`config.mk`:
```
export PLATFORM = sky130hd
export DESIGN_NAME = alorium_rand_fifo
export DESIGN_NICKNAME = d
export VERILOG_FILES = /design/src/rtl/alorium_rand_fifo.sv
export SDC_FILE = /design/constraint.sdc
export NUM_CORES = 1
export LEC_CHECK = 0
export ABC_AREA = 1
export CAP_MARGIN = 20
export CORE_MARGIN = 2
export CORE_UTILIZATION = 25
export CTS_CLUSTER_SIZE = 12
export DETAILED_ROUTE_END_ITERATION = 7
export SLEW_MARGIN = 30
export SYNTH_ARGS = -nofsm -noshare
export SYNTH_HDL_FRONTEND = slang
export SYNTH_SLANG_ARGS = --single-unit
```
`constraint.sdc`:
```
create_clock -name clk -period 3.2 [get_ports clk]
set_clock_uncertainty 0.15 [all_clocks]
set_input_delay 0.64 -clock clk [delete_from_list [all_inputs] [get_ports clk]]
set_output_delay 0.64 -clock clk [all_outputs]
set_load 0.01 [all_outputs]
```
`src/rtl/alorium_rand_fifo.sv`:
```
// rtl/alorium_rand_fifo.sv - LFSR byte prefetch FIFO with seed forwarding and flush
module alorium_rand_fifo #(
    parameter int DEPTH = 8,
    parameter int AW    = 3
) (
    input  logic       clk,
    input  logic       reset_n,
    input  logic       rd_req,
    input  logic       seed_wr,
    input  logic [7:0] seed_in,
    input  logic [7:0] lfsr_data,
    output logic       lfsr_enable,
    output logic       lfsr_new_seed,
    output logic [7:0] lfsr_seed,
    output logic [7:0] rd_data,
    output logic       rd_valid,
    output logic       rd_empty,
    output logic       rd_full,
    output logic       underflow
);

    typedef enum logic [1:0] {RUN, SEED, SETTLE} state_t;

    state_t          state;
    logic            capt;
    logic [AW:0]     count;
    logic [AW-1:0]   wr_ptr;
    logic [AW-1:0]   rd_ptr;
    logic [7:0]      mem [DEPTH];
    logic            seeding;
    logic            do_wr;
    logic            do_rd;
    logic [AW+1:0]   pending;

    assign seeding  = (state != RUN);
    assign rd_empty = (count == '0) || seeding;
    assign rd_full  = (count == (AW+1)'(DEPTH));
    assign do_wr    = capt && !seed_wr;
    assign do_rd    = rd_req && !seed_wr && !rd_empty;

    // Entries held plus bytes already requested from the LFSR; a same-cycle pop earns no credit.
    assign pending  = (AW+2)'(count) + (AW+2)'(capt) + (AW+2)'(lfsr_enable);

    always_ff @(posedge clk) begin
        if (do_wr) begin
            mem[wr_ptr] <= lfsr_data;
        end
    end

    always_ff @(posedge clk or negedge reset_n) begin
        if (!reset_n) begin
            state         <= RUN;
            capt          <= 1'b0;
            count         <= '0;
            wr_ptr        <= '0;
            rd_ptr        <= '0;
            lfsr_enable   <= 1'b0;
            lfsr_new_seed <= 1'b0;
            lfsr_seed     <= 8'h00;
            rd_data       <= 8'h00;
            rd_valid      <= 1'b0;
            underflow     <= 1'b0;
        end else begin
            rd_valid      <= do_rd;
            lfsr_new_seed <= 1'b0;
            if (do_rd) begin
                rd_data <= mem[rd_ptr];
            end
            if (seed_wr) begin
                // Flush: the byte the LFSR is producing right now belongs to the old seed.
                state         <= SEED;
                capt          <= 1'b0;
                count         <= '0;
                wr_ptr        <= '0;
                rd_ptr        <= '0;
                lfsr_enable   <= 1'b0;
                lfsr_new_seed <= 1'b1;
                lfsr_seed     <= seed_in;
                underflow     <= 1'b0;
            end else begin
                capt        <= lfsr_enable;
                lfsr_enable <= !seeding && (pending < (AW+2)'(DEPTH));
                if (do_wr) begin
                    wr_ptr <= wr_ptr + 1'b1;
                end
                if (do_rd) begin
                    rd_ptr <= rd_ptr + 1'b1;
                end
                unique case ({do_wr, do_rd})
                    2'b10:   count <= count + 1'b1;
                    2'b01:   count <= count - 1'b1;
                    default: count <= count;
                endcase
                if (rd_req && rd_empty) begin
                    underflow <= 1'b1;
                end
                case (state)
                    SEED:    state <= SETTLE;
                    SETTLE:  state <= RUN;
                    default: state <= RUN;
                endcase
            end
        end
    end

endmodule

```
# --- Word level (Yosys, flattened, before mapping) ---
# Memories as Yosys holds them, arrays and structs flattened. A register that Yosys moved wholly into a read port is not among the register bits.
# Index checks and enable logic that the tools add are counted.
totals:
  ff_bits: 25
  latchBits: 0
  mem_bits_rw: 64
  mem_bits_ro: 0
  inputBits: 20
  out_inout_bits: 22
  elab_cells: 53
  n_memories: 1
mem_list:
  columns: ["memory", "words", "word_bits", "rd", "rd_ports_with_merged_regs", "wr", "line", "source"]
  rows:
  - ["mem", 8, 8, 1, 1, 1, "29", "logic [7:0] mem [DEPTH];"]
classes:
  n_addsub: 6
  mul: 0
  div: 0
  order_cmp: 1
  eq_ne: 4
  shift: 0
  muxes: 15
  bitwise: 0
  reduce_logical: 16
ops:
  columns: ["cell", "count"]
  rows:
  - ["two-way mux 3 bit", 4]
  - ["one-hot mux 4 bit (2 select lines)", 1]
  - ["nonzero test 2 bit", 4]
  - ["two-way mux 1 bit", 7]
  - ["adder 3 x 1 -> 3 bit, second input constant", 2]
  - ["adder 4 x 1 -> 5 bit", 1]
  - ["adder 5 x 1 -> 5 bit", 1]
  - ["logical AND 1 bit", 5]
  - ["less-than comparator 5 x 4 -> 1 bit, second input constant", 1]
  - ["adder 4 x 1 -> 4 bit, second input constant", 1]
  - ["== test 2 x 1 -> 1 bit, second input constant", 2]
  - ["== test 4 bit, second input constant", 1]
  - ["zero test 1 bit", 4]
  - ["zero test 4 bit", 1]
  - ["two-way mux 2 bit", 2]
  - ["two-way mux 4 bit", 1]
  - ["subtractor 4 x 1 -> 4 bit, second input constant", 1]
  - ["nonzero test 3 bit", 1]
  - ["== test 2 bit, second input constant", 1]
  - ["logical OR 1 bit", 1]

# --- Logic depth before layout (Yosys ltp) ---
logic_depth:
  ltp_word: 7
  ltp_mapped: 11
  depth_no_buf: 11

# --- Least setup slack after synthesis ---
# OpenSTA, ideal clock, no wires.
synth_path:
  kind: "input-to-reg"
  startpoint: "input port rd_req"
  endpoint: "register count[3]"
  setup_ns: 0.117
  t_arrival_ns: 1.673
  required_time_ns: 2.933
  setup_slack_ns: 1.260
  path_stages: 11
  path_buffers: 0
  path_cell_list: "inv_1 > nor2_4 > nand3_4 > nor2_4 > ha_1 > nand2_1 > nand3b_2 > nand2_1 > nand2_1 > nand3_1 > nand2_1"
synth_between:
  elab_chain_cells: 5
synth_rtl:
  columns: ["item", "line", "source"]
  rows:
  - ["start, declared", "8", "input logic rd_req,"]
  - ["logical AND 1 bit * (2 in a row)", "39", "assign do_rd = rd_req && !seed_wr && !rd_empty;"]
  - ["== test 2 x 1 -> 1 bit or == test 2 bit (tied branches)", "89", "unique case ({do_wr, do_rd})"]
  - ["one-hot mux 4 bit (2 select lines)", "89", null]
  - ["two-way mux 4 bit", "69", "if (seed_wr) begin"]
  - ["end signal, assigned", "90", "2'b10: count <= count + 1'b1;"]
  - ["end signal, assigned", "91", "2'b01: count <= count - 1'b1;"]
  - ["end signal, assigned", "92", "default: count <= count;"]
  - ["end, declared", "26", "logic [AW:0] count;"]
# Mark *: on every way between the ends. The rest lies on a longest branch, timed or not.
# A chain may end at the register's enable or synchronous reset.

# --- Worst setup path after layout ---
layout_path:
  startpoint: "register count[0]"
  endpoint: "output port rd_empty"
layout_between:
  elab_chain_cells: 2
layout_rtl:
  columns: ["item", "line", "source"]
  rows:
  - ["zero test 4 bit", "36", "assign rd_empty = (count == '0) || seeding;"]
  - ["logical OR 1 bit", "36", null]
  - ["end, declared", "17", "output logic rd_empty,"]
# Every way passes these cells.

==> results.py <==
metrics = {
    "outcome": {
        "status": "finished clean",
    },
    "floorplanning": {
        "core_area_sq_mm": 0.0153,
        "start_util_pct": 25.8,
        "die_area_sq_mm": 0.0168,
        "die_w_um": 130,
        "ios": 42,
        "rows": 45,
        "die_height_um": 130,
    },
    "worst_setup_path": {
        "path_cells": "nor2_2 > nand2_4 > nand2_1 > clkdlybuf4s50_1",
        "worst_path_max_delay_cell": "clkdlybuf4s50_1",
        "cp.required_ns": 2.41,
        "r2r_cells": 11,
        "crit_fanout": 6,
        "crit_family": "buffers and inverters",
        "worstSetupStartpointType": "flop",
        "endpoint_kind": "output port",
        "worst-path-stages": 4,
        "critPathBufInv": 1,
        "max_stage_delay_ns": 0.54,
        "crit_type": "reg -> out",
        "cp.arrival_ns": 1.71,
    },
    "sta": {
        "tns_ns": 0,
        "fmax_mhz": 399,
        "period_share_pct": 78.3,
        "hold_viol": 0,
        "setup_viol": 0,
        "slew_violations": 0,
        "worstMarginPinSlew_ns": 0.569,
        "min_period_ns": 2.50,
        "relSlewSlack_pct": 62.1,
        "rsz0062_at_grt": "no",
    },
    "global_routing": {
        "grt_max_degree": 35,
        "grt_pass1_vias": 2684,
        "grt_pass1_wl_um": 13300,
        "grt_antenna_before_repair": 0,
        "grt.total_usage_pct": 10.4,
        "gr-total-overflow": 0,
    },
    "placed_design": {
        "dp_hpwl_um": 5660,
        "dpl_cell_area_sq_mm": 0.00465,
        "gp_congestion": 0.853,
        "port_buffers": 41,
    },
    "synth": {
        "avgSynthCellArea_sq_um": 11.8,
        "synth_xor_area_share_pct": 0.444,
        "synth_compound_area_share_pct": 10.7,
        "yosys.area_share.simple_pct": 14.7,
        "syn_inst": 335,
        "synth_top_area_cell": "edfxtp_1",
        "synth_top_family_by_area": "simple AND/OR/NAND/NOR gates",
        "synth_edf_count": 64,
        "async_flop_share_pct": 33.3,
        "ys_ff_latch": 96,
        "ys_warn_count": 0,
        "synth_cell_types": 32,
        "synthTopCellsByArea": "edfxtp_1 (49%), dfrtp_1 (20%), nand2_1 (6.4%)",
        "syn-num-nets": 360,
        "synthesis.area_sq_mm": 0.00395,
        "synth_top_area_share_pct": 48.7,
        "yosysSeqAreaShare_pct": 69.0,
        "synth-main-ff-cell": "edfxtp_1",
        "synth_mux_area_share_pct": 0,
        "synthAdderAreaFrac_pct": 1.59,
    },
    "clock_network": {
        "hold_buffers": 0,
        "cts_buffers": 9,
        "post_cts_buffers": 0,
        "h-tree-depth": 3,
        "path_clk_slew_ns": 0.06,
        "cts_resized": 0,
        "cts_sinks": 96,
        "cts_tree": "built",
        "clock_latency_ns": 0.34,
        "clock_path_buffers": 2,
        "clock-root-buffer": "clkbuf_16",
    },
    "drt": {
        "drt-total-wl_um": 8160,
        "viasPerCell": 4.31,
        "wl_per_cell_um": 13.5,
        "antenna_left": 0,
        "drt_iter0_drc": 198,
        "detail_route.first_pass.iterations": 4,
        "vias": 2601,
        "drc": 0,
    },
    "job": {
        "max_cap_viol_count": 0,
    },
    "power_and_ir_drop": {
        "p_leak_nw": 1.89,
        "p_per_area_mw_per_mm2": 534,
        "vdd_drop_max_v": 0.000281,
    },
    "min_path": {
        "hold_depth": 2,
        "holdCritPathClass": "reg -> reg",
    },
    "cells_and_area": {
        "drive_gt1_share_pct": 11.7,
        "nets": 412,
        "final_area_sq_mm": 0.00493,
        "syn2layout_area_growth_pct": 24.9,
        "antenna_cells": 0,
    },
}
==> metrics by stage <==
stage | utilization, % | hold WS (ns) | power [mW] | setup WS [ns] | instances
finish | 32.2 | 0.321 | 2.63 | 0.695 | 603
global route | 32.2 | 0.351 | 2.75 | 0.600 | 603
CTS | 32.2 | 0.328 | 2.66 | 0.679 | 603
detailed placement | 30.4 | 0.313 | 1.67 | 0.688 | 587
global placement | 30.4 | 0.307 | 1.66 | 0.739 | 587
floorplan | - | 0.194 | 1.52 | 1.26 | 335
==> cells by family after synthesis <==
| group | after synthesis |
|---|---|
| simple gates | 130 |
| flops | 96 |
| compound gates | 70 |
| buf+inv | 32 |
| fa+ha+maj | 5 |
| xor+xnor | 2 |
==> final cells by class <==
| class | count | area [sq um] |
|---|---|---|
| Sequential cell | 96 | 2720 |
| Timing Repair Buffer | 54 | 508 |
| Tap cell | 211 | 264 |
| Multi-Input combinational cell | 207 | 1080 |
| Clock inverter | 6 | 40.0 |
| Inverter | 19 | 71.3 |
| Clock buffer | 10 | 239 |
| Fill cell | 1568 | 10400 |
==> final timing paths <==
path	start	to	slack, ns
min reg2reg	lfsr_seed[6]	lfsr_seed[6]	0.32
max in group asynchronous	reset_n	rd_ptr[2]	2.05
max reg2reg	count[0]	count[3]	1.21
min in group asynchronous	reset_n	lfsr_seed[6]	0.55
min	lfsr_seed[6]	lfsr_seed[6]	0.32
max	count[0]	rd_empty	0.70
==> cells in the mapped netlist, types with 3 or more instances <==
cell type and n:
o21ai_1 16, nor2_1 46, buf_2 8, dfrtp_1 32, edfxtp_1 64, inv_1 14, nand2_1 67, ha_1 5
o221ai_1 8, nor2_4 4, o22ai_1 9, inv_2 4, o211ai_1 8, a21oi_1 3, o21ai_0 24
==> state kept, by name (all words and copies together), names as in the netlist <==
register,cells
mem,64
lfsr_seed,8
rd_data,8
count,4
rd_ptr,3
wr_ptr,3
state,2
capt,1
lfsr_enable,1
rd_valid,1
underflow,1
==> power breakdown <==
group	switching (mW)	internal (mW)	total, mW
Sequential	0.0287	1.37	1.40
Clock	0.444	0.549	0.993
Combinational	0.114	0.123	0.237
Total	0.586	2.05	2.63
==> worst register-to-register path, cell delays in order, from the launching register on <==
cell and delay, ns:
dfrtp_1 0.46, nor2_2 0.21, nand2_4 0.09, nand3_4 0.08, nor2_4 0.04, ha_1 0.35, nand2_1 0.06, nand3b_2 0.22
nand2_1 0.08, nand2_1 0.05, nand3_1 0.06, nand2_1 0.05
==> cell usage in the layout (no fill, tap or decap), drive strengths merged <==
| master | count |
|---|---|
| a21oi | 4 |
| buf | 13 |
| clkbuf | 10 |
| clkdlybuf4s50 | 41 |
| clkinv | 5 |
| dfrtp | 32 |
| edfxtp | 64 |
| ha | 5 |
| inv | 20 |
| nand2 | 70 |
| nand3 | 3 |
| nand3b | 1 |
| nand4 | 1 |
| nor2 | 52 |
| nor3 | 2 |
| nor4 | 1 |
| o211ai | 8 |
| o21ai | 40 |
| o221ai | 8 |
| o22ai | 10 |
| xnor2 | 1 |
| xor2 | 1 |
==> layer usage <==
| metal | routed length, um | vias up | GRT usage [%] |
|---|---|---|---|
| met2 | 3880 | 50 | 17.0 |
| met5 | 0 | - | 0 |
| li1 | - | 1277 | - |
| met1 | 3730 | 1262 | 13.0 |
| met3 | 338 | 12 | 2.11 |
| met4 | 206 | 0 | 5.69 |
No activity file was read; power rests on OpenSTA's default activity.
